--- src/rtl/count_seq_pkg.sv ---
// Shared types and default widths for the count sequencer slice.
// Optional pacing is enabled with COUNT_SEQ_PRESCALE_EN.
package count_seq_pkg;

  typedef enum logic [1:0] {
    IDLE = 2'd0,
    LOAD = 2'd1,
    RUN  = 2'd2,
    DONE = 2'd3
  } state_t;

  localparam logic MODE_ONESHOT = 1'b0;
  localparam logic MODE_RELOAD  = 1'b1;

  localparam int N_DEF  = 16;
  localparam int P_DEF  = 8;
  localparam int RW_DEF = 8;

endpackage

--- src/rtl/tick_prescaler.sv ---
// Paces counter increments: ticks when the count reaches limit, then restarts from zero.
// Only present when COUNT_SEQ_PRESCALE_EN is defined.
`ifdef COUNT_SEQ_PRESCALE_EN
module tick_prescaler
  import count_seq_pkg::*;
#(
  parameter int P = P_DEF
) (
  input  logic         clk,
  input  logic         reset,
  input  logic         clear,
  input  logic         enable,
  input  logic [P-1:0] limit,
  output logic         tick
);

  logic [P-1:0] count;

  assign tick = (count == limit);

  always_ff @(posedge clk or negedge reset) begin
    if (!reset) begin
      count <= '0;
    end else if (clear) begin
      count <= '0;
    end else if (enable) begin
      count <= tick ? '0 : count + P'(1);
    end
  end

endmodule
`endif

--- src/rtl/count_sequencer.sv ---
// Drives a loadable up-counter from start to end per command, in one-shot or auto-reload mode.
// COUNT_SEQ_PRESCALE_EN adds cmd_prescale and the tick_prescaler pacing stage.
module count_sequencer
  import count_seq_pkg::*;
#(
  parameter int N  = N_DEF,
  parameter int P  = P_DEF,
  parameter int RW = RW_DEF
) (
  input  logic          clk,
  input  logic          reset,
  input  logic          cmd_valid,
  output logic          cmd_ready,
  input  logic [N-1:0]  cmd_start,
  input  logic [N-1:0]  cmd_end,
  input  logic          cmd_mode,
`ifdef COUNT_SEQ_PRESCALE_EN
  input  logic [P-1:0]  cmd_prescale,
`endif
  input  logic          abort,
  output logic          cnt_load,
  output logic          cnt_inc,
  output logic [N-1:0]  cnt_d,
  input  logic [N-1:0]  cnt_q,
  output logic          busy,
  output logic          done,
  output logic [RW-1:0] reload_cnt
);

  state_t        state;
  logic [N-1:0]  start_q;
  logic [N-1:0]  end_q;
  logic          mode_q;
  logic [RW-1:0] reload_q;
  logic          at_end;
  logic          pre_tick;
  logic          accept;

  assign at_end = (cnt_q == end_q);
  assign accept = cmd_valid && cmd_ready && !abort;

`ifdef COUNT_SEQ_PRESCALE_EN
  logic [P-1:0] prescale_q;

  always_ff @(posedge clk or negedge reset) begin
    if (!reset) begin
      prescale_q <= '0;
    end else if (accept) begin
      prescale_q <= cmd_prescale;
    end
  end

  tick_prescaler #(.P(P)) u_prescaler (
    .clk    (clk),
    .reset  (reset),
    .clear  (state == LOAD),
    .enable ((state == RUN) && !at_end),
    .limit  (prescale_q),
    .tick   (pre_tick)
  );
`else
  // Without pacing the limit is fixed at zero, so every eligible RUN cycle ticks.
  localparam logic [P-1:0] PRESCALE_FIXED = '0;
  assign pre_tick = (PRESCALE_FIXED == '0);
`endif

  // Abort wins over every transition, including accept and the DONE exit.
  always_ff @(posedge clk or negedge reset) begin
    if (!reset) begin
      state    <= IDLE;
      start_q  <= '0;
      end_q    <= '0;
      mode_q   <= MODE_ONESHOT;
      reload_q <= '0;
    end else if (abort) begin
      state <= IDLE;
    end else begin
      unique case (state)
        IDLE: begin
          if (accept) begin
            start_q  <= cmd_start;
            end_q    <= cmd_end;
            mode_q   <= cmd_mode;
            reload_q <= '0;
            state    <= LOAD;
          end
        end
        LOAD: state <= RUN;
        RUN: begin
          if (at_end) begin
            state <= DONE;
          end
        end
        DONE: begin
          if (reload_q != {RW{1'b1}}) begin
            reload_q <= reload_q + RW'(1);
          end
          state <= (mode_q == MODE_RELOAD) ? LOAD : IDLE;
        end
        default: state <= IDLE;
      endcase
    end
  end

  // Strobes are decoded so that abort can silence them in the same cycle.
  assign cmd_ready  = (state == IDLE) && reset;
  assign busy       = (state != IDLE);
  assign cnt_load   = (state == LOAD) && !abort;
  assign cnt_inc    = (state == RUN) && !at_end && pre_tick && !abort;
  assign done       = (state == DONE) && !abort;
  assign cnt_d      = start_q;
  assign reload_cnt = reload_q;

endmodule

--- config.mk ---
export PLATFORM = sky130hd
export DESIGN_NAME = count_sequencer
export DESIGN_NICKNAME = d
export VERILOG_FILES = /design/src/rtl/count_seq_pkg.sv /design/src/rtl/tick_prescaler.sv /design/src/rtl/count_sequencer.sv
export SDC_FILE = /design/constraint.sdc
export NUM_CORES = 1
export LEC_CHECK = 0
export CAP_MARGIN = 10
export CORE_ASPECT_RATIO = 1.25
export CORE_MARGIN = 2
export CORE_UTILIZATION = 43
export DETAILED_ROUTE_END_ITERATION = 8
export PLACE_DENSITY_LB_ADDON = 0.15
export SYNTH_ARGS = -nofsm -noshare
export SYNTH_HDL_FRONTEND = slang
export SYNTH_HIERARCHICAL = 1
export SYNTH_SLANG_ARGS = --single-unit
export TNS_END_PERCENT = 20
--- constraint.sdc ---
create_clock -name clk -period 3.1 [get_ports clk]
set_clock_uncertainty 0.2 [all_clocks]
set_input_delay 0.62 -clock clk [delete_from_list [all_inputs] [get_ports clk]]
set_output_delay 0.62 -clock clk [all_outputs]
set_load 0.02 [all_outputs]
Word-level counts from Yosys, hierarchy flattened
Index checks and enable logic that the tools add are counted.

storage, ports and cells
  flip-flop bits (word level) = 43
  bits of input ports = 53
  output and inout bits = 29
  word-level logic and storage cells = 39

cells by class
  add/sub/neg operators = 1
  equal/unequal tests = 9
  multiplexer cells = 8
  bitwise logic cells = 1
  reduce and logical (&&, ||, !) cells = 15

operators by type and width
  operator                                                               number
  16-bit equality test                                                   1
  8-bit two-way mux                                                      2
  8-bit case mux with 2 select lines                                     1
  8-bit by 1-bit adder with 8-bit output, second input constant          1
  8-bit inequality test, second input constant                           1
  2-bit case mux with 4 select lines                                     1
  1-bit logical AND                                                      7
  2-bit two-way mux                                                      3
  3-bit inequality test, second input constant                           2
  2-bit equality test, second input constant                             2
  2-bit inequality test, second input constant                           2
  4-bit AND reduction                                                    1
  2-bit nonzero test                                                     2
  3-bit AND reduction                                                    1
  2-bit by 1-bit equality test with 1-bit output, second input constant  1
  1-bit logical NOT                                                      2
  2-bit logical NOT                                                      1
  2-bit AND reduction                                                    1
  1-bit two-way mux                                                      1
  1-bit inverter                                                         1

Depth between registers and ports, before layout
  depth after elaboration = 7
  mapped depth = 7
  gate-level depth less buffers = 7

Worst setup path before layout
Ideal clock, no wire load.

  kind = in2out
  start = input port cnt_q[11]
  end = output port cnt_inc
  arrival time = 1.301 ns
  required time = 2.280 ns
  setup slack = 0.979 ns
  stages on the path = 4
  buffers on the path = 0
  cell sequence = xnor2_1 -> nand4_1 -> nor4_2 -> nor2_1

on the way
  cells in the longest elaborated chain, start to end = 4

ends and longest elaborated chain
  element                          line                    source
  start, declared                  count_sequencer.sv:24   input logic [N-1:0] cnt_q,
  16-bit equality test             count_sequencer.sv:39   assign at_end = (cnt_q == end_q);
  1-bit logical NOT                count_sequencer.sv:109  assign cnt_inc = (state == RUN) && !at_end && pre_tick && !abort;
  1-bit logical AND (2 in series)  count_sequencer.sv:109
  end, declared                    count_sequencer.sv:22   output logic cnt_inc,

No other way between the ends.

Worst setup path in the final report
  start = input port cnt_q[3]
  end = output port cnt_inc

The elaborated chain is that of the path after synthesis.

==> run_results.csv <==
group,metric,value,unit
status,status,"completed",
floorplanning,core.rowCount,27,
sta,setup_viol,0,
finish,diodes,0,
floorplanning,design.core.area,0.00446,sq mm
synthesis,synthCells,165,
cts,cts_max_path_buffers,2,
global_route,grt_overflow,0,
sta,period_share,94.3,%
pwr,switchingPower,0.790,mW
finish,fin_util,67.9,%
sta,rsz0062_at_grt,"no",
placement,io_buffers,81,
worst_setup_path,crit_slowest_cell,"clkdlybuf4s50_1",
synthesis,ys_types,25,
cts,cts_sinks,43,
finish,area_growth,49.0,%
placement,place_congestion,0.810,
global_route,antenna_found_initial,0,
sta,fin_crit,2.92,ns
pwr,swShare,33.8,%
detailed_routing,wl_per_cell,13.7,um
job,drv_cap,0,
global_route,track_usage,18.2,%
sta,worst_pin_slew,0.421,ns
pwr,pwr-share-clk,15.2,%
finish,nets,312,
global_route,grt_start_max_net_pins,28,
pwr,p_int,1.55,mW
sta,max-slew-margin-rel,71.8,%
worst_setup_path,end_kind,"output port",
cts,clk_pin_slew,0.09,ns
cts,cts_tree,"yes",
pwr,seqPwrFrac,40.3,%
global_route,grt_pass1_wl,7310,um
cts,insertion_delay,0.29,ns
detailed_routing,drt-vias-per-instance,4.95,
floorplanning,start_util,45.5,%
synthesis,ys_ff_latch,43,
worst_setup_path,path_cells,"clkdlybuf4s50_1 -> xnor2_1 -> nand4_1 -> nor4_2 -> nor2_1 -> dlygate4sd2_1",
cts,clockRootBuffer,"clkbuf_8",
finish,layout-drive-gt1-share,19.2,%
worst_setup_path,critPathMaxStageDelay,0.48,ns
detailed_routing,num_vias,1549,
detailed_routing,firstDrtPassIters,4,
synthesis,ys_warn_count,6,
floorplanning,die_h,80.8,um
worst_setup_path,cp.required,2.28,ns
worst_setup_path,worstSetupPathType,"in -> out",
floorplanning,die-area,0.00529,sq mm
cts,cts_setup_buffers,0,
worst_setup_path,critical_path_depth,6,
synthesis,syn-num-nets,223,
detailed_routing,drt_iter0_drc,62,
pwr,power_frac_comb,44.5,%
worst_setup_path,ff2ff_setup_slack,0.89,ns
cts,cts_buffers,5,
worst_setup_path,crit_arrival,2.10,ns
sta,maxSlewViolCount,0,
sta,hold_ws,0.139,ns
pwr,leakage,1.25,nW
worst_setup_path,cp_max_fo,2,
floorplanning,num_io_pins,82,
detailed_routing,wl,4290,um
synthesis,synth_area_per_cell,12.3,sq um
cts,cts_hold_buf,0,
pwr,p_per_area,772,mW/mm^2
worst_setup_path,cpLargestDelayFamily,"buffers and inverters",
cts,h-tree-depth,2,
worst_hold_path,hp-class,"in -> async",
detailed_routing,antenna_left,0,
worst_setup_path,cp.buffers_inverters,2,
pwr,ir_worst_vdd,0.000471,V
detailed_routing,drcViolationCount,0,
floorplanning,die_x,65.5,um
worst_setup_path,r2r_cells,7,
worst_setup_path,crit_path_start_kind,"input pin",
sta,fmax,342,MHz
placement,hpwl,3300,um
sta,hold_viol_final,0,
global_route,grt_pass1_vias,1637,
synthesis,ys_seq_area_share,53.0,%
synthesis,syn_area,0.00203,sq mm
repair_timing:
item                       4_1_cts  5_1_grt
hold endpoints to repair         0        0
gates resized for setup          1        0
setup endpoints to repair        1        0
cells in the mapped netlist (all sizes together):
library cell | count | area, sq um
nand3 | 8 | 40.0
a21o | 1 | 7.51
a21oi | 2 | 10.0
nor2 | 6 | 22.5
or4 | 1 | 7.51
nor4 | 3 | 25.0
nand2 | 9 | 33.8
nand2b | 4 | 25.0
o31ai | 2 | 15.0
and2 | 3 | 18.8
inv | 3 | 11.3
buf | 4 | 20.0
a22o | 1 | 8.76
nor3 | 1 | 5.00
o21ai | 7 | 35.0
ha | 5 | 62.6
mux2i | 1 | 10.0
nand4 | 5 | 31.3
dfrtp | 43 | 1080
nor2b | 3 | 18.8
xnor2 | 18 | 158
mux2 | 34 | 383
or2 | 1 | 6.26
power by group through the flow:
| stage | logic, mW | registers [mW] | clock network, mW |
|---|---|---|---|
| floorplan | 0.473 | 1.07 | 0 |
| global placement | 1.03 | 0.947 | 0 |
| detailed placement | 1.05 | 0.955 | 0 |
| CTS | 1.06 | 0.945 | 0.367 |
| global route | 1.13 | 0.978 | 0.386 |
| finish | 1.04 | 0.942 | 0.356 |
worst register-to-register path: stages (launching register included):
cell,delay [ns]
dfrtp_1,0.43
inv_1,0.12
ha_1,0.23
inv_1,0.07
nor2_1,0.12
nand3_1,0.33
buf_12,0.30
mux2_2,0.30
registers in the layout (all words and copies together), names as in the netlist:
name / flops
state: 2
cnt_d: 16
reload_cnt: 8
mode_q: 1
end_q: 16
metal layers:
| layer | part of all wire [%] | global-route usage (%) | wire (um) | up-vias |
|---|---|---|---|---|
| met5 | 0 | 0 | 0 | - |
| met4 | 2.5 | 7.92 | 107 | 0 |
| met3 | 6.6 | 4.85 | 284 | 12 |
| met2 | 51 | 31.8 | 2210 | 53 |
| met1 | 39 | 20.7 | 1690 | 731 |
| li1 | - | - | - | 753 |
through the flow:
step | instances | TNS, ns | power, mW | setup WS (ns) | cell area, sq um
floorplan | 165 | 0 | 1.55 | 0.979 | 2030
global route | 313 | 0 | 2.49 | 0.0899 | 3030
finish | 313 | 0 | 2.34 | 0.177 | 3030
global placement | 305 | -0.0134 | 1.98 | -0.0134 | 2940
CTS | 313 | 0 | 2.37 | 0.152 | 3030
detailed placement | 305 | -0.0712 | 2.01 | -0.0712 | 2940
layout make-up:
cell class | count | area, sq um
clock inverter | 3 | 20.0
inverter | 3 | 11.3
sequential | 43 | 1080
fill | 376 | 1430
timing repair buffer | 86 | 855
clock buffer | 5 | 68.8
multi-input combinational | 115 | 923
tap | 58 | 72.6
final timing paths:
check | start | to
min | reset | cnt_d[12]
max in group asynchronous | reset | state[0]
min reg2reg | cnt_d[11] | cnt_d[11]
min in group clk | cnt_d[11] | cnt_d[11]
max | cnt_q[3] | cnt_inc
max reg2reg | state[0] | cnt_d[12]
logic make-up (layout without fill, tap and decap cells):
logic type | after synthesis | after routing | share of synthesized area (%)
muxes | 35 | 35 | 19.3
xor gates and xnor gates | 18 | 18 | 7.76
and+or+nand+nor | 44 | 44 | 11.5
AOI/OAI and AO/OA | 13 | 13 | 3.76
buffers and inverters | 7 | 97 | 1.54
adders and majority gates | 5 | 5 | 3.08
DFF | 43 | 43 | 53.0
cells in the final DEF (no fill, tap or decap), drive strengths merged:
cell and count:
a21o 1, a21oi 2, a22o 1, and2 3
buf 6, clkbuf 5, clkdlybuf4s50 79, clkinv 1
clkinvlp 2, dfrtp 43, dlygate4sd2 1, ha 5
inv 3, mux2 34, mux2i 1, nand2 9
nand2b 4, nand3 8, nand4 5, nor2 6
nor2b 3, nor3 1, nor4 3, o21ai 7
o31ai 2, or2 1, or4 1, xnor2 18
(Power assumes the default switching activity.)
